$ cat src/rtl/uart_pkg.sv
// uart_pkg: shared types and constants for the buffered UART transmitter.
// Frame format, bit timing and the FSM state encoding live here so the
// transmitter, its FIFO and any bench agree on one definition.
package uart_pkg;

    localparam int DATA_W        = 8;
    localparam int BIT_IDX_W     = $clog2(DATA_W);
    localparam int TICKS_PER_BIT = 16;
    localparam int TICK_CNT_W    = $clog2(TICKS_PER_BIT);

    localparam logic                  UART_IDLE_LEVEL = 1'b1;
    localparam logic [TICK_CNT_W-1:0] TICK_LAST       = TICK_CNT_W'(TICKS_PER_BIT - 1);
    localparam logic [BIT_IDX_W-1:0]  BIT_LAST        = BIT_IDX_W'(DATA_W - 1);

    typedef enum logic [2:0] {
        TX_IDLE   = 3'd0,
        TX_START  = 3'd1,
        TX_DATA   = 3'd2,
        TX_PARITY = 3'd3,
        TX_STOP   = 3'd4
    } tx_state_e;

    // Even parity over one data byte: the bit that makes the total count of ones even.
    function automatic logic even_parity(input logic [DATA_W-1:0] data);
        return ^data;
    endfunction

endpackage

$ cat src/rtl/uart_tx_if.sv
// uart_tx_if: valid/ready byte write port of the UART transmitter.
// The bus side (master) offers a byte with TXVALID/TXDATA; the transmitter
// (slave) accepts it on the edge where TXVALID & TXREADY.
interface uart_tx_if;
    import uart_pkg::*;

    logic              TXVALID;
    logic [DATA_W-1:0] TXDATA;
    logic              TXREADY;

    modport master (output TXVALID, output TXDATA, input TXREADY);
    modport slave  (input TXVALID, input TXDATA, output TXREADY);

endinterface

$ cat src/rtl/uart_tx_fifo.sv
// uart_tx_fifo: synchronous byte FIFO for the UART transmitter.
// Pointers are log2(FIFO_DEPTH) bits and wrap naturally; the occupancy count
// is one bit wider. full/empty come from the registered count only, so a pop
// in the same cycle never frees room for a push while full. count_next_o
// exposes the count that will be registered at the coming edge.
module uart_tx_fifo
    import uart_pkg::*;
#(
    parameter int FIFO_DEPTH = 4
) (
    input  logic                          clk,
    input  logic                          rst_n,
    input  logic                          push_i,
    input  logic [DATA_W-1:0]             push_data_i,
    input  logic                          pop_i,
    output logic [DATA_W-1:0]             head_o,
    output logic                          full_o,
    output logic                          empty_o,
    output logic [$clog2(FIFO_DEPTH):0]   count_next_o
);

    localparam int AW = $clog2(FIFO_DEPTH);
    localparam int CW = AW + 1;

    logic [DATA_W-1:0] mem_q [FIFO_DEPTH];
    logic [AW-1:0]     wr_ptr_q, wr_ptr_d;
    logic [AW-1:0]     rd_ptr_q, rd_ptr_d;
    logic [CW-1:0]     count_q, count_d;
    logic              do_push_s, do_pop_s;

    assign full_o       = (count_q == CW'(FIFO_DEPTH));
    assign empty_o      = (count_q == '0);
    assign do_push_s    = push_i & ~full_o;
    assign do_pop_s     = pop_i & ~empty_o;
    assign head_o       = mem_q[rd_ptr_q];
    assign count_next_o = count_d;

    // Next pointer and occupancy values from the qualified push/pop.
    always_comb begin
        wr_ptr_d = wr_ptr_q;
        rd_ptr_d = rd_ptr_q;
        if (do_push_s) begin
            wr_ptr_d = wr_ptr_q + AW'(1);
        end else begin
            wr_ptr_d = wr_ptr_q;
        end
        if (do_pop_s) begin
            rd_ptr_d = rd_ptr_q + AW'(1);
        end else begin
            rd_ptr_d = rd_ptr_q;
        end
        count_d = count_q + CW'(do_push_s) - CW'(do_pop_s);
    end

    // Pointer and count registers, emptied asynchronously by reset.
    always_ff @(posedge clk or negedge rst_n) begin
        if (!rst_n) begin
            wr_ptr_q <= '0;
            rd_ptr_q <= '0;
            count_q  <= '0;
        end else begin
            wr_ptr_q <= wr_ptr_d;
            rd_ptr_q <= rd_ptr_d;
            count_q  <= count_d;
        end
    end

    // Storage write; contents need no reset because count qualifies them.
    always_ff @(posedge clk) begin
        if (do_push_s) begin
            mem_q[wr_ptr_q] <= push_data_i;
        end
    end

endmodule

$ cat src/rtl/uart_tx.sv
// uart_tx: buffered UART transmitter, 8N1 frames, LSB first.
// Bytes written through the uart_tx_if slave port are queued in uart_tx_fifo
// and serialised on TXD; every bit lasts TICKS_PER_BIT BAUDTICK pulses.
// Optional feature: define UART_TX_PARITY_EN to insert an even-parity bit
// after D7. TXD and BUSY are registered and are computed from next-state
// values so they change on the same edge as the FSM.
module uart_tx
    import uart_pkg::*;
#(
    parameter int FIFO_DEPTH = 4
) (
    input  logic      CLK,
    input  logic      RESETn,
    input  logic      BAUDTICK,
    uart_tx_if.slave  tx_if,
    output logic      TXD,
    output logic      BUSY
);

    localparam int CW = $clog2(FIFO_DEPTH) + 1;

    tx_state_e              state_q, state_d;
    logic [TICK_CNT_W-1:0]  tick_cnt_q, tick_cnt_d;
    logic [BIT_IDX_W-1:0]   bit_idx_q, bit_idx_d;
    logic [DATA_W-1:0]      shreg_q, shreg_d;
    logic                   txd_q, txd_d;
    logic                   busy_q, busy_d;
    logic                   bit_end_s;
    logic                   fifo_pop_s;
    logic                   fifo_full_s;
    logic                   fifo_empty_s;
    logic [DATA_W-1:0]      fifo_head_s;
    logic [CW-1:0]          fifo_count_next_s;
`ifdef UART_TX_PARITY_EN
    logic                   parity_q, parity_d;
`endif

    uart_tx_fifo #(
        .FIFO_DEPTH (FIFO_DEPTH)
    ) u_fifo (
        .clk          (CLK),
        .rst_n        (RESETn),
        .push_i       (tx_if.TXVALID),
        .push_data_i  (tx_if.TXDATA),
        .pop_i        (fifo_pop_s),
        .head_o       (fifo_head_s),
        .full_o       (fifo_full_s),
        .empty_o      (fifo_empty_s),
        .count_next_o (fifo_count_next_s)
    );

    assign tx_if.TXREADY = ~fifo_full_s;
    assign bit_end_s     = BAUDTICK & (tick_cnt_q == TICK_LAST);
    assign TXD           = txd_q;
    assign BUSY          = busy_q;

    // Frame sequencing: pop in IDLE, advance one bit per bit end, drive TXD/BUSY.
    always_comb begin
        state_d    = state_q;
        tick_cnt_d = tick_cnt_q;
        bit_idx_d  = bit_idx_q;
        shreg_d    = shreg_q;
        fifo_pop_s = 1'b0;
`ifdef UART_TX_PARITY_EN
        parity_d   = parity_q;
`endif

        // The tick counter only runs while a frame is on the line.
        if ((state_q != TX_IDLE) && BAUDTICK) begin
            tick_cnt_d = tick_cnt_q + TICK_CNT_W'(1);
        end else begin
            tick_cnt_d = tick_cnt_q;
        end

        case (state_q)
            TX_IDLE: begin
                if (!fifo_empty_s) begin
                    fifo_pop_s = 1'b1;
                    shreg_d    = fifo_head_s;
                    tick_cnt_d = '0;
                    bit_idx_d  = '0;
`ifdef UART_TX_PARITY_EN
                    parity_d   = even_parity(fifo_head_s);
`endif
                    state_d    = TX_START;
                end else begin
                    state_d    = TX_IDLE;
                end
            end
            TX_START: begin
                if (bit_end_s) begin
                    state_d = TX_DATA;
                end else begin
                    state_d = TX_START;
                end
            end
            TX_DATA: begin
                if (bit_end_s) begin
                    shreg_d = shreg_q >> 1;
                    if (bit_idx_q == BIT_LAST) begin
`ifdef UART_TX_PARITY_EN
                        state_d = TX_PARITY;
`else
                        state_d = TX_STOP;
`endif
                    end else begin
                        bit_idx_d = bit_idx_q + BIT_IDX_W'(1);
                    end
                end else begin
                    state_d = TX_DATA;
                end
            end
`ifdef UART_TX_PARITY_EN
            TX_PARITY: begin
                if (bit_end_s) begin
                    state_d = TX_STOP;
                end else begin
                    state_d = TX_PARITY;
                end
            end
`endif
            TX_STOP: begin
                if (bit_end_s) begin
                    state_d = TX_IDLE;
                end else begin
                    state_d = TX_STOP;
                end
            end
            default: begin
                state_d = TX_IDLE;
            end
        endcase

        // Line level follows the state being entered, so TXD moves with the FSM.
        case (state_d)
            TX_IDLE:   txd_d = UART_IDLE_LEVEL;
            TX_START:  txd_d = ~UART_IDLE_LEVEL;
            TX_DATA:   txd_d = shreg_d[0];
`ifdef UART_TX_PARITY_EN
            TX_PARITY: txd_d = parity_d;
`endif
            TX_STOP:   txd_d = UART_IDLE_LEVEL;
            default:   txd_d = UART_IDLE_LEVEL;
        endcase

        busy_d = (state_d != TX_IDLE) || (fifo_count_next_s != '0);
    end

    // FSM and datapath registers; reset forces the line idle at once.
    always_ff @(posedge CLK or negedge RESETn) begin
        if (!RESETn) begin
            state_q    <= TX_IDLE;
            tick_cnt_q <= '0;
            bit_idx_q  <= '0;
            shreg_q    <= '0;
            txd_q      <= UART_IDLE_LEVEL;
            busy_q     <= 1'b0;
        end else begin
            state_q    <= state_d;
            tick_cnt_q <= tick_cnt_d;
            bit_idx_q  <= bit_idx_d;
            shreg_q    <= shreg_d;
            txd_q      <= txd_d;
            busy_q     <= busy_d;
        end
    end

`ifdef UART_TX_PARITY_EN
    // Parity of the byte currently being framed.
    always_ff @(posedge CLK or negedge RESETn) begin
        if (!RESETn) begin
            parity_q <= 1'b0;
        end else begin
            parity_q <= parity_d;
        end
    end
`endif

endmodule

$ cat src/flat_wrapper.sv
// flat-port wrapper written by rule: the top's interface ports become plain ports
module uart_tx_flat import uart_pkg::*;
#(
    parameter int FIFO_DEPTH = 4
)
  (CLK, RESETn, BAUDTICK, TXD, BUSY, tx_if_TXVALID, tx_if_TXDATA, tx_if_TXREADY);
  uart_tx_if tx_if_i ();
  input  logic CLK;
  input  logic RESETn;
  input  logic BAUDTICK;
  output logic TXD;
  output logic BUSY;
  input wire logic [$bits(tx_if_i.TXVALID)-1:0] tx_if_TXVALID;
  input wire logic [$bits(tx_if_i.TXDATA)-1:0] tx_if_TXDATA;
  output wire logic [$bits(tx_if_i.TXREADY)-1:0] tx_if_TXREADY;
  assign tx_if_i.TXVALID = tx_if_TXVALID;
  assign tx_if_i.TXDATA = tx_if_TXDATA;
  assign tx_if_TXREADY = tx_if_i.TXREADY;
  uart_tx #(.FIFO_DEPTH(FIFO_DEPTH)) u_core (.CLK(CLK), .RESETn(RESETn), .BAUDTICK(BAUDTICK), .tx_if(tx_if_i), .TXD(TXD), .BUSY(BUSY));
endmodule
$ cat config.mk
export PLATFORM = sky130hd
export DESIGN_NAME = uart_tx_flat
export DESIGN_NICKNAME = d
export VERILOG_FILES = /design/src/rtl/uart_pkg.sv /design/src/rtl/uart_tx_if.sv /design/src/rtl/uart_tx_fifo.sv /design/src/rtl/uart_tx.sv /design/src/flat_wrapper.sv
export SDC_FILE = /design/constraint.sdc
export NUM_CORES = 1
export LEC_CHECK = 0
export CAP_MARGIN = 20
export CORE_MARGIN = 3
export CORE_UTILIZATION = 50
export DETAILED_ROUTE_END_ITERATION = 8
export PLACE_DENSITY_LB_ADDON = 0.05
export SETUP_SLACK_MARGIN = 0.05
export SYNTH_ARGS = -nofsm -noshare
export SYNTH_HDL_FRONTEND = slang
export SYNTH_SLANG_ARGS = --single-unit
$ cat constraint.sdc
create_clock -name CLK -period 6.3 [get_ports CLK]
set_input_delay 0.945 -clock CLK [delete_from_list [all_inputs] [get_ports CLK]]
set_output_delay 0.945 -clock CLK [all_outputs]
set_load 0.01 [all_outputs]
-- Word level (Yosys, flattened, before mapping)
Memories as Yosys holds them, arrays and structs flattened.
Cells that the tools add are included.
- add/sub/neg operators: 6
- equality and inequality tests: 11
- multiplexer cells: 21
- bitwise logic cells: 5
- reduce and logical (&&, ||, !) cells: 10
- operators by type and width (operator ; number):
    two-way mux 3 bit ; 6
    two-way mux 8 bit ; 2
    case mux 8 bit (2 select lines) ; 1
    two-way mux 4 bit ; 3
    case mux 3 bit (4 select lines) ; 1
    equality test 3 bit, second input constant ; 3
    nonzero test 3 bit ; 3
    equality test 3 x 1 -> 1 bit, second input constant ; 2
    equality test 3 x 2 -> 1 bit, second input constant ; 2
    zero test 3 bit ; 2
    case mux 3 bit (2 select lines) ; 1
    two-way mux 1 bit ; 5
    adder 2 x 1 -> 2 bit, second input constant ; 2
    adder 4 x 1 -> 4 bit, second input constant ; 1
    equality test 4 bit, second input constant ; 1
    != test 2 bit, second input constant ; 2
    AND reduction 4 bit ; 1
    adder 3 x 1 -> 3 bit ; 1
    adder 3 x 1 -> 3 bit, second input constant ; 1
    bitwise AND 1 bit ; 3
    AND reduction 3 bit ; 1
    subtractor 3 x 1 -> 3 bit ; 1
    two-way mux 2 bit ; 1
    != test 2 x 1 -> 1 bit, second input constant ; 1
    other kinds (5) ; 6
- bits in registers: 27
- memory bits (writable): 32
- bits of input ports: 12
- output and inout bits: 3
- word-level logic and storage cells: 64
- memories kept: 1
- memories (memory ; depth ; bits a word ; rd ports ; clocked after memory_dff ; wr ports ; line ; RTL):
    u_core.u_fifo.mem_q ; 4 ; 8 ; 1 ; 0 ; 1 ; uart_tx_fifo.sv:25 ; logic [DATA_W-1:0] mem_q [FIFO_DEPTH];

-- Logic depth before layout (Yosys ltp)
Gate-level depths: netlist (run 1).
- word-level depth: 7
- depth in mapped cells: 13
- gate-level depth less buffers: 12

-- Modules after synthesis
A second synthesis (run 1) with hierarchy kept.
- cells, all modules: 170
- area, all modules: 2563.7 sq um
- by module, submodules not included (module ; times used ; cells each ; area an instance (sq um)):
    uart_tx_fifo ; 1 ; 83 ; 1622.8
    uart_tx ; 1 ; 87 ; 940.9

-- Worst setup path after synthesis (run 1)
OpenSTA, ideal clock, no wires.
- kind: register to register
- start point: register u_core.u_fifo.count_q[1]
- end point: register u_core.busy_q, in the netlist u_core.BUSY
- data arrival time: 2.838 ns
- setup slack: 3.330 ns
- stages on the path, launching flop included: 13
- period minus slack after synthesis: 2.970 ns
- path through: dfrtp_1 or3_4 and2_1 buf_6 buf_6 ha_1 inv_1 ha_1 fa_1 xnor2_1 xnor2_1 or3_1 or3_1
- cells in the longest elaborated chain, start to end: 7
- elaborated cells between the ends (all ways): 15
- those cells by class: add/sub (2); eq/ne (1); mux (4); bitwise (4); reduce/logical (4)
- RTL lines (what ; line ; RTL):
    start: declaration ; uart_tx_fifo.sv:28 ; logic [CW-1:0] count_q, count_d;
    start signal: assignment ; uart_tx_fifo.sv:64 ; count_q <= count_d;
    zero test 3 bit (*) ; uart_tx_fifo.sv:32 ; assign empty_o = (count_q == '0);
    two-way mux 1 bit ; uart_tx.sv:77 ; if (!fifo_empty_s) begin
    two-way mux 1 bit ; uart_tx.sv:75 ; case (state_q)
    bitwise AND 1 bit (*) ; uart_tx_fifo.sv:34 ; assign do_pop_s = pop_i & ~empty_o;
    via u_core.u_fifo.do_pop_s ; uart_tx_fifo.sv:29 ; logic do_push_s, do_pop_s;
    subtractor 3 x 1 -> 3 bit (*) ; uart_tx_fifo.sv:52 ; count_d = count_q + CW'(do_push_s) - CW'(do_pop_s);
    via u_core.fifo_count_next_s[2] ; uart_tx.sv:33 ; logic [CW-1:0] fifo_count_next_s;
    nonzero test 3 bit (*) ; uart_tx.sv:146 ; busy_d = (state_d != TX_IDLE) || (fifo_count_next_s != '0);
    logical OR 1 bit (*) ; uart_tx.sv:146 ;
    via u_core.busy_d ; uart_tx.sv:27 ; logic busy_q, busy_d;
    end signal: assignment ; uart_tx.sv:164 ; busy_q <= busy_d;
    end: declaration ; uart_tx.sv:27 ;
Mark *: on every way through the listed nets, which the timed path passes. The rest lies on a longest branch.
A chain may end at the register's enable or synchronous reset.

-- Worst setup path in the final report (run 1)
- start point: register u_core.state_q[0]
- end point: register u_core.busy_q, in the netlist u_core.BUSY
- cells in the longest elaborated chain, start to end: 6
- elaborated cells between the ends (all ways): 13
- those cells by class: add/sub (1); eq/ne (3); mux (4); bitwise (1); reduce/logical (4)
- RTL lines (what ; line ; RTL):
    start: declaration ; uart_tx.sv:22 ; tx_state_e state_q, state_d;
    start signal: assignment ; uart_tx.sv:159 ; state_q <= state_d;
    zero test 3 bit ; uart_tx.sv:75 ;
    two-way mux 1 bit ; uart_tx.sv:75 ;
    bitwise AND 1 bit ; uart_tx_fifo.sv:34 ;
    subtractor 3 x 1 -> 3 bit ; uart_tx_fifo.sv:52 ;
    via u_core.fifo_count_next_s[2] ; uart_tx.sv:33 ;
    nonzero test 3 bit ; uart_tx.sv:146 ;
    logical OR 1 bit ; uart_tx.sv:146 ;
    via u_core.busy_d ; uart_tx.sv:27 ;
The timed path passes the listed nets, and every way through them passes these cells.

==> results of run 1 <==
[tightest hold or removal path, stage by stage (launching register included)]
cell,delay (ns)
dfrtp_1,0.35
nand2_1,0.05
nand2_1,0.05
[cells by family (layout without fill, tap and decap cells)]
family	after synthesis	count (layout)	synth area share
AO/OA/AOI/OAI	23	23	0.0698
XOR/XNOR	8	8	0.0268
adder cells (fa/ha/maj)	10	10	0.0507
buffers and inverters	14	38	0.0421
flip-flops	59	59	0.626
multiplexers	11	11	0.0865
AND/OR/NAND/NOR	49	49	0.0985
[registers in the layout, indices dropped and copies added, names as in the netlist]
register / count
u_core.state_q: 3
u_core.BUSY: 1
u_core.tick_cnt_q: 4
u_core.bit_idx_q: 3
u_core.shreg_q: 8
u_core.u_fifo.wr_ptr_q: 2
u_core.TXD: 1
u_core.u_fifo.mem_q: 32
u_core.u_fifo.rd_ptr_q: 2
u_core.u_fifo.count_q: 3
[per-stage QoR]
stage / power, uW / util / instance area (um^2) / std cells
after floorplan: 867 / - / 2620 / 174
after global placement: 916 / 0.567 / 2770 / 249
after detailed placement: 942 / 0.567 / 2770 / 249
after CTS: 1280 / 0.608 / 2970 / 265
after global routing: 1350 / 0.608 / 2970 / 265
final: 1270 / 0.608 / 2970 / 265
[placed cells by master (no fill, tap or decap), drive strengths merged, types with 3 or more instances in the layout]
cell type and n:
edfxtp 32, dfrtp 26, nand2 21, clkdlybuf4s50 14, ha 9, clkbuf 9, inv 8, mux4 8
a22oi 8, nor2 7, and3 6, xnor2 5, a21oi 4, clkinv 4, xor2 3, or3 3
o21ai 3
[where the power goes]
part | switching, uW | internal [uW]
combinational | 149 | 170
sequential | 84.0 | 524
clock | 154 | 185
[path summary, 6_finish.rpt]
kind,from,depth (start not counted),endpoint,slack [ns]
worst min-delay path,u_core.shreg_q[7],2,u_core.shreg_q[6],0.48
worst max-delay path,u_core.state_q[0],10,u_core.BUSY,3.02
worst min register to register,u_core.shreg_q[7],2,u_core.shreg_q[6],0.48
worst max register to register,u_core.state_q[0],10,u_core.BUSY,3.02
max in group asynchronous,RESETn,2,u_core.TXD,5.01
min in group asynchronous,RESETn,2,u_core.u_fifo.wr_ptr_q[1],0.99
[final cells by class]
cell class,count,area share
Clock buffer,9,0.0418
Clock inverter,7,0.0261
Inverter,7,0.00886
Multi-Input combinational cell,101,0.293
Sequential cell,59,0.552
Tap cell,67,0.0283
Timing Repair Buffer,15,0.0498
[per-layer routing]
metal,wire length (um),vias up,track usage
met3,172,4,0.0596
met4,42,0,0.0664
li1,-,681,-
met2,2130,29,0.264
met1,1800,703,0.183
met5,0,-,0
==> results by group, run 1 <==
Synth
  • Ys Warns: 0
  • Post-Syn Area: between 2000 and 3000 um^2
  • Synth area leader: edfxtp_1
  • Yosys reg bits: 59
  • Synth cell types: a little over 40
  • Post-synthesis sequential area ratio: 0.626
  • Top cell type's share of synthesized area: 0.367
  • Syn Inst Count: about 170
  • Mean Syn Cell Area: ~15 um^2
  • Post-synth ARST share: 0.458
  • Top cells by area, synth: edfxtp_1 37%, dfrtp_1 25%, ha_1 4.3%
  • Synth cell count leaders: 32 x edfxtp_1, 26 x dfrtp_1, 21 x nand2_1
  • EDFF count, synth: 32
  • Most common cell in the netlist: edfxtp_1
  • Post-synth top flop: edfxtp_1
  • Synthesized Nets: 196

Floorplan
  • Io pins: 15
  • Die Height: between 70 and 80 um
  • Die ar.: ~6000 um^2
  • Core Region: 4880 um^2
  • Cell row count: 25
  • Starting Density: 0.536
  • Die W: 78.4 um

STA
  • Fin crit share: 0.521
  • Minimum clock period: 3.28 ns
  • Final worst slack: between 3 and 4 ns
  • Hold_ws: 0.482 ns
  • Final TNS setup: 0 ns
  • Slew headroom: 0.254
  • Worst Skew: 0.00496 ns
  • Unrepaired setup endpoints after global routing: false
  • # setup viols final: 0
  • Max Slew Vio Count: 0
  • Final Hold Fails: 0
  • Fmax achieved: roughly 300 MHz
  • Worst-Margin Slew: about 1.1 ns

GRT
  • Grt ovf: 0
  • Initial antenna violation count: 0
  • Largest net degree at the start of global routing: 28
  • Vias in the first global route: 1524
  • Overall Global Routing Usage: 0.158
  • First-pass GRT wire length: 7.18 mm

Placed design
  • IO Port Bufs: 14
  • HPWL Detailed: 2.94 mm
  • Global placement routability congestion: 0.732
  • Setup slack after placement: 2.66 ns

Clock tree
  • Post-CTS Resized: 0
  • Num CTS Buffers: 9
  • Clk_lat worst skew: 0.33 ns
  • Clk buf depth: 2
  • Hold_buf cts: 0
  • Setup Fix Bufs, Post-CTS: 0
  • Clock sink count: 59
  • Clk slew on worst S/H paths: 0.07 ns
  • CTS root buffer: clkbuf_8
  • CTS tree: built
  • Htree depth: 3

Status
  • Outcome: completed

Final layout
  • FF+latch area: approximately 1600 um^2
  • Area Growth Syn to Fin: 13.3%
  • Antenna Diode Count: 0
  • Filler cell count: 402
  • Layout cell share with drive strength beyond 1: 0.162
  • Multi-input gate area: 870 um^2
  • Final #Nets: ~220

Drt
  • DRT Wirelength: 4.15 mm
  • Vias per std cell: 5.35
  • Post-DRT Antenna Nets: 0
  • WL/cell: 15.7 um
  • # DRC: 0
  • DR vias: about 1400
  • Drt first pass iters: 4
  • Detailed Route Iter0 Violations: between 70 and 80

Power and ir drop
  • Pwr Density: 427 nW/um^2
  • Pleak: 0.00115 uW
  • Worst VDD drop: between 0.0002 and 0.00025 V

Worst setup path
  • Worst Path Arrival: around 3.5 ns
  • CP Class: reg2reg
  • CP max FO: 15
  • CP Data Required Time: roughly 6.5 ns
  • Largest stage delay, worst path: 0.63 ns
  • Crit-path leading delay family: simple AND/OR/NAND/NOR gates
  • Critical path launch point type: register
  • Crit end category: register
  • Worst path cell trace: nor3_1 -> and2_1 -> ha_1 -> inv_1 -> ha_1 -> fa_1 -> xnor2_1 -> xnor2_1 -> or3_1 -> or3_1
  • Slowest cell on the critical path: and2_1
  • WP buf/inv: 1

Job
  • Max_cap viols: 0

Min path
  • Worst min path class: reg2reg
Power figures use the tool's default switching activity.
==> inputs of run 2 (changes only) <==
==> constraint.sdc (replaced) <==
create_clock -name CLK -period 3 [get_ports CLK]
set_input_delay 0.45 -clock CLK [delete_from_list [all_inputs] [get_ports CLK]]
set_output_delay 0.45 -clock CLK [all_outputs]
set_load 0.01 [all_outputs]
==> results by group, run 2 (synthesized netlist as in run 1, its figures left out) <==
Worst setup path
  • WP buf/inv: 1 (unchanged)
  • R2R setup slack: 0.19 ns (-2.83 ns)
  • CP Class: reg2reg
  • Worst Path Arrival: 3.04 ns (-0.45 ns)
  • RR Endpoint: u_core.BUSY
  • Critical path launch point type: register
  • CP max FO: 3 (-12)
  • Crit-path leading delay family: simple AND/OR/NAND/NOR gates
  • CP Data Required Time: 3.22 ns (-3.29 ns)
  • Worst r2r src: u_core.u_fifo.count_q[0]
  • Largest stage delay, worst path: 0.39 ns (-0.24 ns)
  • Slowest cell on the critical path: dfrtp_1
  • Worst reg2reg path depth: 10 (unchanged)
  • Worst path cell trace: or3_4 -> and2_4 -> ha_1 -> inv_1 -> ha_1 -> fa_2 -> xnor2_2 -> xnor2_1 -> or3_1 -> or3_1
  • Crit end category: register
  • CP Launch Point: u_core.u_fifo.count_q[0]

Power and ir drop
  • Clock share of power: 0.239 (-0.029)
  • Switch Pwr: 819 uW (+110%)
  • Pwr Density: 881 nW/um^2 (+110%)
  • Internal power: 1820 uW (+110%)
  • Flop pwr share: 0.483 (+0.003)
  • Pleak: 0.00118 uW (+2.3%)
  • Worst VDD drop: 0.000620 V (+210%)
  • Combinational Power Share: 0.278 (+0.026)
  • Net Sw Frac: 0.310 (+0.00405)

STA
  • Fmax achieved: 355 MHz (+17%)
  • Final Hold Fails: 0 (unchanged)
  • Fin crit share: 0.938 (+0.417)
  • Final TNS setup: 0 ns (unchanged)
  • Hold_ws: 0.478 ns (-0.00399 ns)
  • Unrepaired setup endpoints after global routing: false
  • Slew headroom: 0.245 (-0.00878)
  • Max Slew Vio Count: 0 (unchanged)
  • Worst Skew: 0.0103 ns (+0.00538 ns)
  • # setup viols final: 0 (unchanged)
  • Worst-Margin Slew: 1.13 ns (+0.0132 ns)
  • Minimum clock period: 2.81 ns (-0.467 ns)

GRT
  • First-pass GRT wire length: 7.45 mm (+3.7%)
  • Largest net degree at the start of global routing: 28 (unchanged)
  • Grt ovf: 0 (unchanged)
  • Vias in the first global route: 1533 (+0.59%)
  • Initial antenna violation count: 0 (unchanged)
  • Overall Global Routing Usage: 0.167 (+0.00849)

Clock tree
  • CTS tree: built
  • Num CTS Buffers: 9 (unchanged)
  • Clk_lat worst skew: 0.34 ns (about the same)
  • Clock sink count: 59 (unchanged)
  • Htree depth: 3 (unchanged)
  • CTS root buffer: clkbuf_8
  • Clk buf depth: 2 (unchanged)
  • Clk slew on worst S/H paths: 0.07 ns (about the same)
  • Hold_buf cts: 0 (unchanged)

Drt
  • DRT Wirelength: 4.41 mm (+6.3%)
  • Drt first pass iters: 4 (unchanged)
  • Post-DRT Antenna Nets: 0 (unchanged)
  • DR vias: 1457 (+2.8%)
  • Detailed Route Iter0 Violations: 120 (+56%)
  • # DRC: 0 (unchanged)
  • Vias per std cell: 5.38 (+0.55%)
  • WL/cell: 16.3 um (+4.0%)

Final layout
  • Layout cell share with drive strength beyond 1: 0.201 (+0.0394)
  • Max reg flops: 32 (unchanged)
  • Top flop regs: u_core.u_fifo.mem_q (32), u_core.shreg_q (8), u_core.tick_cnt_q (4)
  • Core Util, Final: 0.614 (+0.00641)
  • Antenna Diode Count: 0 (unchanged)
  • Commonest non-fill, non-tap cell in the layout: edfxtp_1
  • Final #Nets: 221 (+2.8%)
  • Most flop-heavy register: u_core.u_fifo.mem_q
  • Final instance area: 3000 um^2 (+1.1%)
  • Area Growth Syn to Fin: 14.5%
  • Leading cell types in the layout, fill and taps excluded: 32 x edfxtp_1, 26 x dfrtp_1, 21 x nand2_1, 14 x clkdlybuf4s50_1, 10 x clkbuf_8

Min path
  • Worst min path class: in2async

Floorplan
  • Die ar.: 6140 um^2 (unchanged)
  • Core Region: 4880 um^2 (unchanged)
  • Cell row count: 25 (unchanged)
  • Die Height: 78.4 um (unchanged)
  • Die W: 78.4 um (unchanged)
  • Starting Density: 0.536 (unchanged)
  • Io pins: 15 (unchanged)

Placed design
  • IO Port Bufs: 14 (unchanged)
  • HPWL Detailed: 3.03 mm (+3.0%)
  • Placed instance area: 2790 um^2 (+0.91%)
  • Global placement routability congestion: 0.748 (+2.1%)

Job
  • Max_cap viols: 0 (unchanged)

Status
  • Outcome: completed
## run 2: worst max-delay path by stage
| stage | slack (ns) | depth (start not counted) | endpoint |
|---|---|---|---|
| after floorplan | 0.07 | 12 | u_core.BUSY |
| after global placement | 0.06 | 11 | u_core.BUSY |
| after global routing | 0.09 | 10 | u_core.BUSY |
| after CTS | 0.15 | 10 | u_core.BUSY |
| final | 0.19 | 10 | u_core.BUSY |
| after detailed placement | -0.02 | 11 | u_core.BUSY |
## run 2: timing repair
action / in CTS / in global routing
resized for setup: 0 / 3
buffers inserted: 0 / 3
endpoints found under the setup margin: 0 / 1
## run 2: final cells by class
type | count | area (um^2)
clock inverter | 5 | 28.8
fill | 394 | 1880
multi-input combinational | 101 | 887
sequential | 59 | 1640
timing repair buffer | 21 | 193
inverter | 7 | 26.3
tap | 67 | 83.8
clock buffer | 11 | 141
## run 2: power groups by stage
stage	Combinational, uW	Sequential (uW)	Clock [uW]
detailed placement	698	1300	0
CTS	701	1280	645
finish	735	1280	630
floorplan	620	1200	0
global placement	654	1280	0
global route	822	1310	688
## run 2: metal layers
layer	up-vias	track usage	wire (um)
met5	-	0	0
met2	27	0.253	2150
met1	725	0.213	2000
li1	694	-	-
met3	11	0.0390	135
met4	0	0.112	136
## run 2: metrics by stage
step	power [uW]	setup slack, ns	instances
2_1_floorplan	1820	0.0715	174
3_3_place_gp	1930	0.0636	252
3_5_place_dp	1990	-0.0191	252
4_1_cts	2620	0.150	268
5_1_grt	2820	0.0866	271
6_report	2640	0.187	271
## run 2: worst reg2reg max path: stages, from the launching register on
cell and delay (ns):
dfrtp_1 0.39, or3_4 0.39, and2_4 0.15, ha_1 0.27, inv_1 0.04, ha_1 0.19
fa_2 0.37, xnor2_2 0.14, xnor2_1 0.14, or3_1 0.31, or3_1 0.31
==> inputs of run 3 (changes only) <==
--- a/config.mk
+++ b/config.mk
@@ -6,11 +6,14 @@
 export NUM_CORES = 1
 export LEC_CHECK = 0
 export CAP_MARGIN = 20
+export CELL_PAD_IN_SITES_DETAIL_PLACEMENT = 1
+export CELL_PAD_IN_SITES_GLOBAL_PLACEMENT = 2
 export CORE_MARGIN = 3
-export CORE_UTILIZATION = 50
+export CORE_UTILIZATION = 39
 export DETAILED_ROUTE_END_ITERATION = 8
 export PLACE_DENSITY_LB_ADDON = 0.05
 export SETUP_SLACK_MARGIN = 0.05
+export SLEW_MARGIN = 10
 export SYNTH_ARGS = -nofsm -noshare
 export SYNTH_HDL_FRONTEND = slang
 export SYNTH_SLANG_ARGS = --single-unit
==> results by group, run 3 (synthesized netlist as in run 1, its figures left out) <==
STA
  • Minimum clock period: 2.84 ns (+0.0232 ns)
  • Fmax achieved: 353 MHz (-0.82%)
  • Final worst slack: 0.163 ns (-0.0232 ns)
  • Fin crit share: 0.946 (+0.00775)
  • # setup viols final: 0 (unchanged)
  • Final Hold Fails: 0 (unchanged)
  • Max Slew Vio Count: 0 (unchanged)
  • Worst Skew: 0.00735 ns (-0.00299 ns)
  • Slew headroom: 0.217 (-0.0283)
  • Unrepaired setup endpoints after global routing: false
  • Hold_ws: 0.486 ns (+0.00840 ns)
  • Worst-Margin Slew: 1.17 ns (+0.0425 ns)

Final layout
  • Area Growth Syn to Fin: 16.3%
  • Filler cell count: 638 (+62%)
  • Layout cell share with drive strength beyond 1: 0.187 (-0.0138)
  • Final #Nets: 220 (-0.45%)
  • Antenna Diode Count: 0 (unchanged)
  • Leading cell types in the layout, fill and taps excluded: 32 x edfxtp_1, 26 x dfrtp_1, 21 x nand2_1, 14 x clkdlybuf4s50_1
  • Most flop-heavy register: u_core.u_fifo.mem_q
  • Max reg flops: 32 (unchanged)
  • Commonest non-fill, non-tap cell in the layout: edfxtp_1
  • Top flop regs: u_core.u_fifo.mem_q (32), u_core.shreg_q (8), u_core.tick_cnt_q (4)
  • Core Util, Final: 0.474 (-0.141)

Clock tree
  • Setup Fix Bufs, Post-CTS: 0 (unchanged)
  • CTS root buffer: clkbuf_8
  • CTS tree: built
  • Clock sink count: 59 (unchanged)
  • Hold_buf cts: 0 (unchanged)
  • Clk_lat worst skew: 0.32 ns (-0.02 ns)
  • Num CTS Buffers: 9 (unchanged)
  • Post-CTS Resized: 0 (unchanged)
  • Clk buf depth: 2 (unchanged)
  • Htree depth: 3 (unchanged)
  • Clk slew on worst S/H paths: 0.07 ns (about the same)

GRT
  • Initial antenna violation count: 0 (unchanged)
  • First-pass GRT wire length: 8.30 mm (+11%)
  • Vias in the first global route: 1662 (+8.4%)
  • Grt ovf: 0 (unchanged)
  • Overall Global Routing Usage: 0.146 (-0.0203)
  • Largest net degree at the start of global routing: 28 (unchanged)

Power and ir drop
  • Worst VDD drop: 0.000362 V (-42%)
  • Pleak: 0.00118 uW (+0.36%)
  • Pwr Density: 918 nW/um^2 (+4.1%)

Floorplan
  • Die W: 87.9 um (+12%)
  • Die Height: 87.9 um (+12%)
  • Io pins: 15 (unchanged)
  • Core Region: 6420 um^2 (+32%)
  • Die ar.: 7730 um^2 (+26%)
  • Cell row count: 29 (+16%)
  • Starting Density: 0.408 (-0.129)

Worst setup path
  • CP Class: reg2reg
  • CP Data Required Time: 3.20 ns (-0.02 ns)
  • Critical path launch point type: register
  • Crit end category: register
  • Worst Path Arrival: 3.04 ns (about the same)
  • CP max FO: 4 (+1)

Placed design
  • Global placement routability congestion: 0.686 (-8.3%)
  • Setup slack after placement: -0.00962 ns (+0.00948 ns)
  • HPWL Detailed: 3.47 mm (+14%)
  • IO Port Bufs: 14 (unchanged)

Job
  • Max_cap viols: 0 (unchanged)

Drt
  • WL/cell: 17.4 um (+6.6%)
  • Vias per std cell: 5.23 (-2.7%)
  • DRT Wirelength: 4.86 mm (+10%)
  • DR vias: 1464 (+0.48%)
  • Post-DRT Antenna Nets: 0 (unchanged)
  • Detailed Route Iter0 Violations: 90 (-25%)
  • # DRC: 0 (unchanged)
  • Drt first pass iters: 4 (unchanged)

Status
  • Outcome: completed

Min path
  • Worst min path class: reg2reg
## run 3: final timing paths
kind	startpoint	to	slack, ns	cells after the start
worst max-delay path	u_core.u_fifo.count_q[1]	u_core.BUSY	0.16	10
worst min-delay path	u_core.shreg_q[2]	u_core.shreg_q[1]	0.49	2
worst max register to register	u_core.u_fifo.count_q[1]	u_core.BUSY	0.16	10
worst min register to register	u_core.shreg_q[2]	u_core.shreg_q[1]	0.49	2
max in group asynchronous	RESETn	u_core.TXD	2.16	2
min in group asynchronous	RESETn	u_core.tick_cnt_q[0]	0.52	2
## run 3: final cells by class
| cell class | count | area [um^2] | share of cell area |
|---|---|---|---|
| clock buffer | 9 | 124 | 0.0407 |
| clock inverter | 7 | 101 | 0.0333 |
| inverter | 7 | 26.3 | 0.00863 |
| multi-input combinational | 101 | 872 | 0.287 |
| sequential | 59 | 1640 | 0.538 |
| tap | 77 | 96.3 | 0.0317 |
| timing repair buffer | 20 | 185 | 0.0609 |
## run 3: layer usage
layer,global-route usage,vias up,share of wire
met5,0,-,0
met2,0.260,20,0.53
met3,0.0367,6,0.021
li1,-,695,-
met4,0.0600,0,0.013
met1,0.168,743,0.43
## run 3: through the flow
step,instance area [um^2],instances,TNS [ns],total power (uW)
6_report,3040,280,0,2790
5_1_grt,3040,280,0,2990
4_1_cts,3040,280,0,2840
3_5_place_dp,2820,264,-0.00962,2040
3_3_place_gp,2820,264,0,1950
2_1_floorplan,2620,174,0,1820
## run 3: critical path, stage by stage, from the launching register on
cell and delay [ns]:
dfrtp_1 0.41, or3_4 0.42, and2_1 0.16, ha_1 0.27, inv_1 0.04, ha_1 0.18
fa_2 0.34, xnor2_1 0.18, xnor2_1 0.09, or3_1 0.31, or3_1 0.31
## run 3: report_power, final
part / internal, uW / leakage [uW] / switching (uW)
sequential: 1100 / 0.000616 / 179
clock: 473 / 0.000106 / 326
combinational: 374 / 0.000462 / 341
